<file path="src/rtl/hex_led_scan.sv">
`default_nettype none
// ============================================================================
// Module : hex_led_scan
// Multiplexed N-digit hex 7-segment driver with frame-synchronous shadow update,
// decimal points, leading-zero blanking and anti-ghosting dead time.
// Rev    : 1.0
// ============================================================================
module hex_led_scan #(
    parameter int DIGITS         = 4,
    parameter int CLK_DIV        = 50000,
    parameter int DEAD           = 2,
    parameter int SEG_ACTIVE_LOW = 1,
    parameter int DIG_ACTIVE_LOW = 1
) (
    input  logic                clk,
    input  logic                rst,
    input  logic [4*DIGITS-1:0] value,
    input  logic [DIGITS-1:0]   dp_in,
    input  logic                load,
    input  logic                lz_blank,
    input  logic                enable,
    output logic [6:0]          symbol,
    output logic                dp,
    output logic [DIGITS-1:0]   digit,
    output logic                frame
);

    localparam int c_cnt_w  = (CLK_DIV > 2) ? $clog2(CLK_DIV) : 1;
    localparam int c_slot_w = (DIGITS > 1) ? $clog2(DIGITS) : 1;

    localparam logic [c_cnt_w-1:0]  c_cnt_last  = c_cnt_w'(CLK_DIV - 1);
    localparam logic [c_cnt_w-1:0]  c_dead      = c_cnt_w'(DEAD);
    localparam logic [c_slot_w-1:0] c_slot_last = c_slot_w'(DIGITS - 1);

    localparam logic              c_seg_low = (SEG_ACTIVE_LOW != 0);
    localparam logic              c_dig_low = (DIG_ACTIVE_LOW != 0);
    localparam logic [6:0]        c_seg_off = {7{c_seg_low}};
    localparam logic [6:0]        c_seg_inv = {7{~c_seg_low}};
    localparam logic [DIGITS-1:0] c_dig_off = {DIGITS{c_dig_low}};

    logic [c_cnt_w-1:0]  r_cnt;
    logic [c_slot_w-1:0] r_slot;
    logic [4*DIGITS-1:0] r_shadow_val;
    logic [DIGITS-1:0]   r_shadow_dp;
    logic [4*DIGITS-1:0] r_disp_val;
    logic [DIGITS-1:0]   r_disp_dp;
    logic                r_pending;
    logic [6:0]          r_symbol;
    logic                r_dp;
    logic [DIGITS-1:0]   r_digit;
    logic                r_frame;

    logic                w_cnt_wrap;
    logic                w_boundary;
    logic                w_dark;
    logic                w_upper_zero;
    logic                w_blank;
    logic [3:0]          w_nibble;

    // Segment pattern in active-low abcdefg form.
    function automatic logic [6:0] seg_code(input logic [3:0] n);
        logic [6:0] s;
        s = 7'b1111111;
        case (n)
            4'h0: s = 7'b0000001;
            4'h1: s = 7'b1001111;
            4'h2: s = 7'b0010010;
            4'h3: s = 7'b0000110;
            4'h4: s = 7'b1001100;
            4'h5: s = 7'b0100100;
            4'h6: s = 7'b0100000;
            4'h7: s = 7'b0001111;
            4'h8: s = 7'b0000000;
            4'h9: s = 7'b0000100;
            4'hA: s = 7'b0001000;
            4'hB: s = 7'b1100000;
            4'hC: s = 7'b0110001;
            4'hD: s = 7'b1000010;
            4'hE: s = 7'b0110000;
            4'hF: s = 7'b0111000;
            default: s = 7'b1111111;
        endcase
        return s;
    endfunction

    always_comb begin
        w_cnt_wrap = (r_cnt == c_cnt_last);
        w_boundary = w_cnt_wrap && (r_slot == c_slot_last);
        w_dark     = !enable || ((DEAD != 0) && (r_cnt < c_dead));
        w_nibble   = r_disp_val[4*int'(r_slot) +: 4];
        // A digit is a leading zero when it and every digit to its left are zero.
        w_upper_zero = 1'b1;
        for (int i = 0; i < DIGITS; i++) begin
            if ((i >= int'(r_slot)) && (r_disp_val[4*i +: 4] != 4'h0)) begin
                w_upper_zero = 1'b0;
            end
        end
        w_blank = lz_blank && (r_slot != '0) && w_upper_zero;
    end

    always_ff @(posedge clk) begin
        if (rst) begin
            r_cnt  <= '0;
            r_slot <= '0;
        end else if (w_cnt_wrap) begin
            r_cnt  <= '0;
            r_slot <= w_boundary ? '0 : r_slot + 1'b1;
        end else begin
            r_cnt  <= r_cnt + 1'b1;
        end
    end

    // A load in the boundary cycle overrides the shadow and still clears pending.
    always_ff @(posedge clk) begin
        if (rst) begin
            r_shadow_val <= '0;
            r_shadow_dp  <= '0;
            r_disp_val   <= '0;
            r_disp_dp    <= '0;
            r_pending    <= 1'b0;
        end else begin
            if (load) begin
                r_shadow_val <= value;
                r_shadow_dp  <= dp_in;
                r_pending    <= 1'b1;
            end
            if (w_boundary && (r_pending || load)) begin
                r_disp_val <= load ? value : r_shadow_val;
                r_disp_dp  <= load ? dp_in : r_shadow_dp;
                r_pending  <= 1'b0;
            end
        end
    end

    always_ff @(posedge clk) begin
        if (rst) begin
            r_symbol <= c_seg_off;
            r_dp     <= c_seg_low;
            r_digit  <= c_dig_off;
            r_frame  <= 1'b0;
        end else begin
            r_frame <= w_boundary;
            if (w_dark) begin
                r_symbol <= c_seg_off;
                r_dp     <= c_seg_low;
                r_digit  <= c_dig_off;
            end else begin
                r_symbol <= w_blank ? c_seg_off : (seg_code(w_nibble) ^ c_seg_inv);
                r_dp     <= r_disp_dp[r_slot] ^ c_seg_low;
                r_digit  <= (DIGITS'(1) << r_slot) ^ c_dig_off;
            end
        end
    end

    assign symbol = r_symbol;
    assign dp     = r_dp;
    assign digit  = r_digit;
    assign frame  = r_frame;

endmodule
`default_nettype wire

</file>
<file path="config.mk">
export PLATFORM = sky130hd
export DESIGN_NAME = hex_led_scan
export DESIGN_NICKNAME = d
export VERILOG_FILES = /design/src/rtl/hex_led_scan.sv
export SDC_FILE = /design/constraint.sdc
export NUM_CORES = 1
export LEC_CHECK = 0
export ABC_AREA = 0
export CORE_MARGIN = 4
export CORE_UTILIZATION = 50
export DETAILED_ROUTE_END_ITERATION = 16
export PLACE_DENSITY = 0.75
export SYNTH_ARGS = -nofsm -noshare
export SYNTH_HDL_FRONTEND = slang
export SYNTH_SLANG_ARGS = --single-unit
</file>
<file path="constraint.sdc">
create_clock -name clk -period 2 [get_ports clk]
set_input_delay 0.4 -clock clk [delete_from_list [all_inputs] [get_ports clk]]
set_output_delay 0.4 -clock clk [all_outputs]
set_load 0.01 [all_outputs]
</file>
==> flow_summary.json <==
{
  "outcome": "completed",
  "final_net_count": 395,
  "fin_crit_sh_pct": 96.4,
  "wl_per_cell_um": 14.5,
  "port-buffer-count": 37,
  "viasPerCell": 5.28,
  "cts_buffer_depth": 2,
  "first_pass_iters": 4,
  "drc": 0,
  "initial_core_util_pct": 52.5,
  "synth_area_um2": 3180,
  "period_minus_slack_ns": 1.93,
  "slew_viol_final": 0,
  "irDropWorstVdd_v": 0.000499,
  "worst_slew_pin_slew_ns": 0.466,
  "grt_pass1_wl_um": 10300,
  "dieArea_um2": 7710,
  "place_area_um2": 3740,
  "power_density_nw_per_um2": 704,
  "hold_violations": 0,
  "drt_iter0_drc": 98,
  "startpoint_type": "register",
  "synthTopCellsByCount": "dfxtp_1 (72), nor2_1 (36), mux2_2 (23)",
  "synth.top_cell.area_share_pct": 45.3,
  "dp_hpwl_um": 4400,
  "cp.required_ns": 2.24,
  "synth_flop_cell": "dfxtp_1",
  "routabilityCongestion": 0.909,
  "power_frac_clock_pct": 40.9,
  "antenna_found_initial": 0,
  "grt_pass1_vias": 2201,
  "worstSkewPairLatency_ns": 0.35,
  "cap_violations": 0,
  "critPathCaptureType": "register",
  "cts_tree": "built",
  "io_pins": 38,
  "synth-seq-cells": 72,
  "fillCellCount": 488,
  "pwr-share-comb_pct": 6.4,
  "utilization_pct": 66.0,
  "clkTransAtPathRegs_ns": 0.08,
  "postRouteAntennaNets": 0,
  "p_sw_mw": 0.632,
  "crit_arrival_ns": 2.17,
  "grt_overflow": 0,
  "area_delta_synth_final_pct": 25.6,
  "yosysMostFrequentCell": "dfxtp_1",
  "cts_root_buffer": "clkbuf_8",
  "yosys.area.top_type": "dfxtp_1",
  "fp-row-count": 28,
  "yosysWarnings": 0,
  "synth_cell_type_count": 43,
  "finalInstanceArea_um2": 4000,
  "synth_area_per_cell_um2": 10.5,
  "drive_above_1_share_pct": 21.7,
  "p_leak_nw": 1.62,
  "setup_viol": 0,
  "relSlewSlack_pct": 69.0,
  "synth_nets": 340,
  "synth_edf_count": 0,
  "async_reset_ff_share_pct": 0,
  "vias": 2319,
  "fp.dieH_um": 87.8,
  "path_max_fanout": 8,
  "grt_usage_pct": 17.3,
  "coreArea_um2": 6060,
  "syn-instance-count": 304,
  "whs_ns": 0.437,
  "die_x_um": 87.8,
  "seq_area_frac_synth_pct": 45.3,
  "cts_buffers": 9,
  "grt_start_max_net_pins": 47,
  "clock_skew_ns": 0.0119,
  "htreeDepth": 3,
  "seqPwrFrac_pct": 52.6,
  "cts_sinks": 72,
  "routed_wl_um": 6360,
  "p_sw_share_pct": 22.5,
  "antenna_cells": 0,
  "min_path_type": "register to register",
  "synthTopCellsByArea": "dfxtp_1 (45%), mux2_2 (8.1%), mux2i_1 (6.9%), ha_1 (4.3%), nor2b_1 (4.3%)",
  "critical_path_class": "register to register",
  "fmax_mhz": 519,
  "p_int_mw": 2.18
}
[cell type report]
cell class                 count  area, µm²  share of cell area, %
clock buffer                  10        138                   3.44
multi-input combinational    208       1630                   40.8
timing repair buffer          61        593                   14.8
clock inverter                 6       67.6                   1.69
inverter                       7       26.3                  0.657
sequential                    72       1450                   36.2
tap                           75       93.8                   2.35
[worst max-delay path, cell delays in order (launching register included)]
cell,delay [ns]
dfxtp_1,0.36
ha_1,0.19
and3_1,0.22
nand3_2,0.13
nor4b_4,0.26
buf_4,0.18
clkbuf_16,0.15
mux2_2,0.33
[path summary, 6_finish.rpt]
path	start	endpoint	slack, ns	depth (start not counted)
hold / removal	r_cnt[0]$_SDFF_PP0_	r_cnt[0]$_SDFF_PP0_	0.44	1
setup / recovery	r_cnt[1]$_SDFF_PP0_	r_disp_val[3]$_SDFFE_PP0P_	0.07	7
setup reg to reg	r_cnt[1]$_SDFF_PP0_	r_disp_val[3]$_SDFFE_PP0P_	0.07	7
hold reg to reg	r_cnt[0]$_SDFF_PP0_	r_cnt[0]$_SDFF_PP0_	0.44	1
[routing by layer]
metal / routed length (µm) / GRT usage [%]
met3: 343 / 5.64
met5: 0 / 0
met2: 2860 / 25.1
met4: 105 / 6.56
met1: 3060 / 23.8
[sequential cells by signal, indices dropped and copies added (netlist names)]
register      flops
symbol            7
r_shadow_dp       4
r_disp_dp         4
r_disp_val       16
r_cnt            16
frame             1
r_pending         1
digit             4
dp                1
r_shadow_val     16
r_slot            2
[through the flow]
step                cells  setup slack (ns)  total power, mW  setup TNS, ns
global route          439           -0.0110             2.94        -0.0189
detailed placement    421            -0.175             1.70          -1.02
global placement      421            -0.137             1.69         -0.839
CTS                   437           0.00518             2.85              0
finish                439            0.0721             2.82              0
floorplan             304            0.0356             1.60              0
[power groups by stage]
stage          Clock [mW]  Combinational (mW)  Sequential (mW)
2_1_floorplan           0              0.0840             1.52
3_3_place_gp            0               0.177             1.51
3_5_place_dp            0               0.181             1.52
4_1_cts              1.18               0.182             1.48
5_1_grt              1.26               0.198             1.48
6_report             1.15               0.181             1.48
[cells in the final DEF (no fill, tap or decap), types with 2 or more instances in the layout]
cell type        instances
nor2b_1                 22
mux2i_1                 22
nor4_1                   4
clkdlybuf4s50_1         37
mux2_2                  23
or4_1                    2
a21oi_1                  5
o21ai_0                  4
and2_1                   2
inv_1                    5
buf_12                   2
nand2_1                 15
ha_1                    10
dfxtp_1                 69
o211ai_1                 4
xor2_1                   8
nor2_1                  36
or3_1                    2
clkbuf_8                10
clkinvlp_4               2
buf_4                   21
inv_2                    2
dfxtp_2                  2
nand4_1                  6
and3_1                   6
a22oi_1                  2
nand3_1                  7
xnor2_1                  3
and4_1                   3
mux4_2                   4
[cells by family after synthesis]
family / after synthesis / share of synthesized area [%]
buf+inv: 24 / 4.01
fa+ha+maj: 11 / 4.32
mux: 51 / 19.5
compound gates: 21 / 4.52
flops: 72 / 45.3
simple gates: 114 / 19.3
xor+xnor: 11 / 3.03
[what timing repair did]
action / CTS / global route
pin swaps: 1 / 4
setup endpoints to repair: 7 / 19
setup buffers: 0 / 1
hold buffers: 0 / 0
resized for setup: 1 / 12
cloned: 0 / 1
No activity file was read; power rests on OpenSTA's default activity.
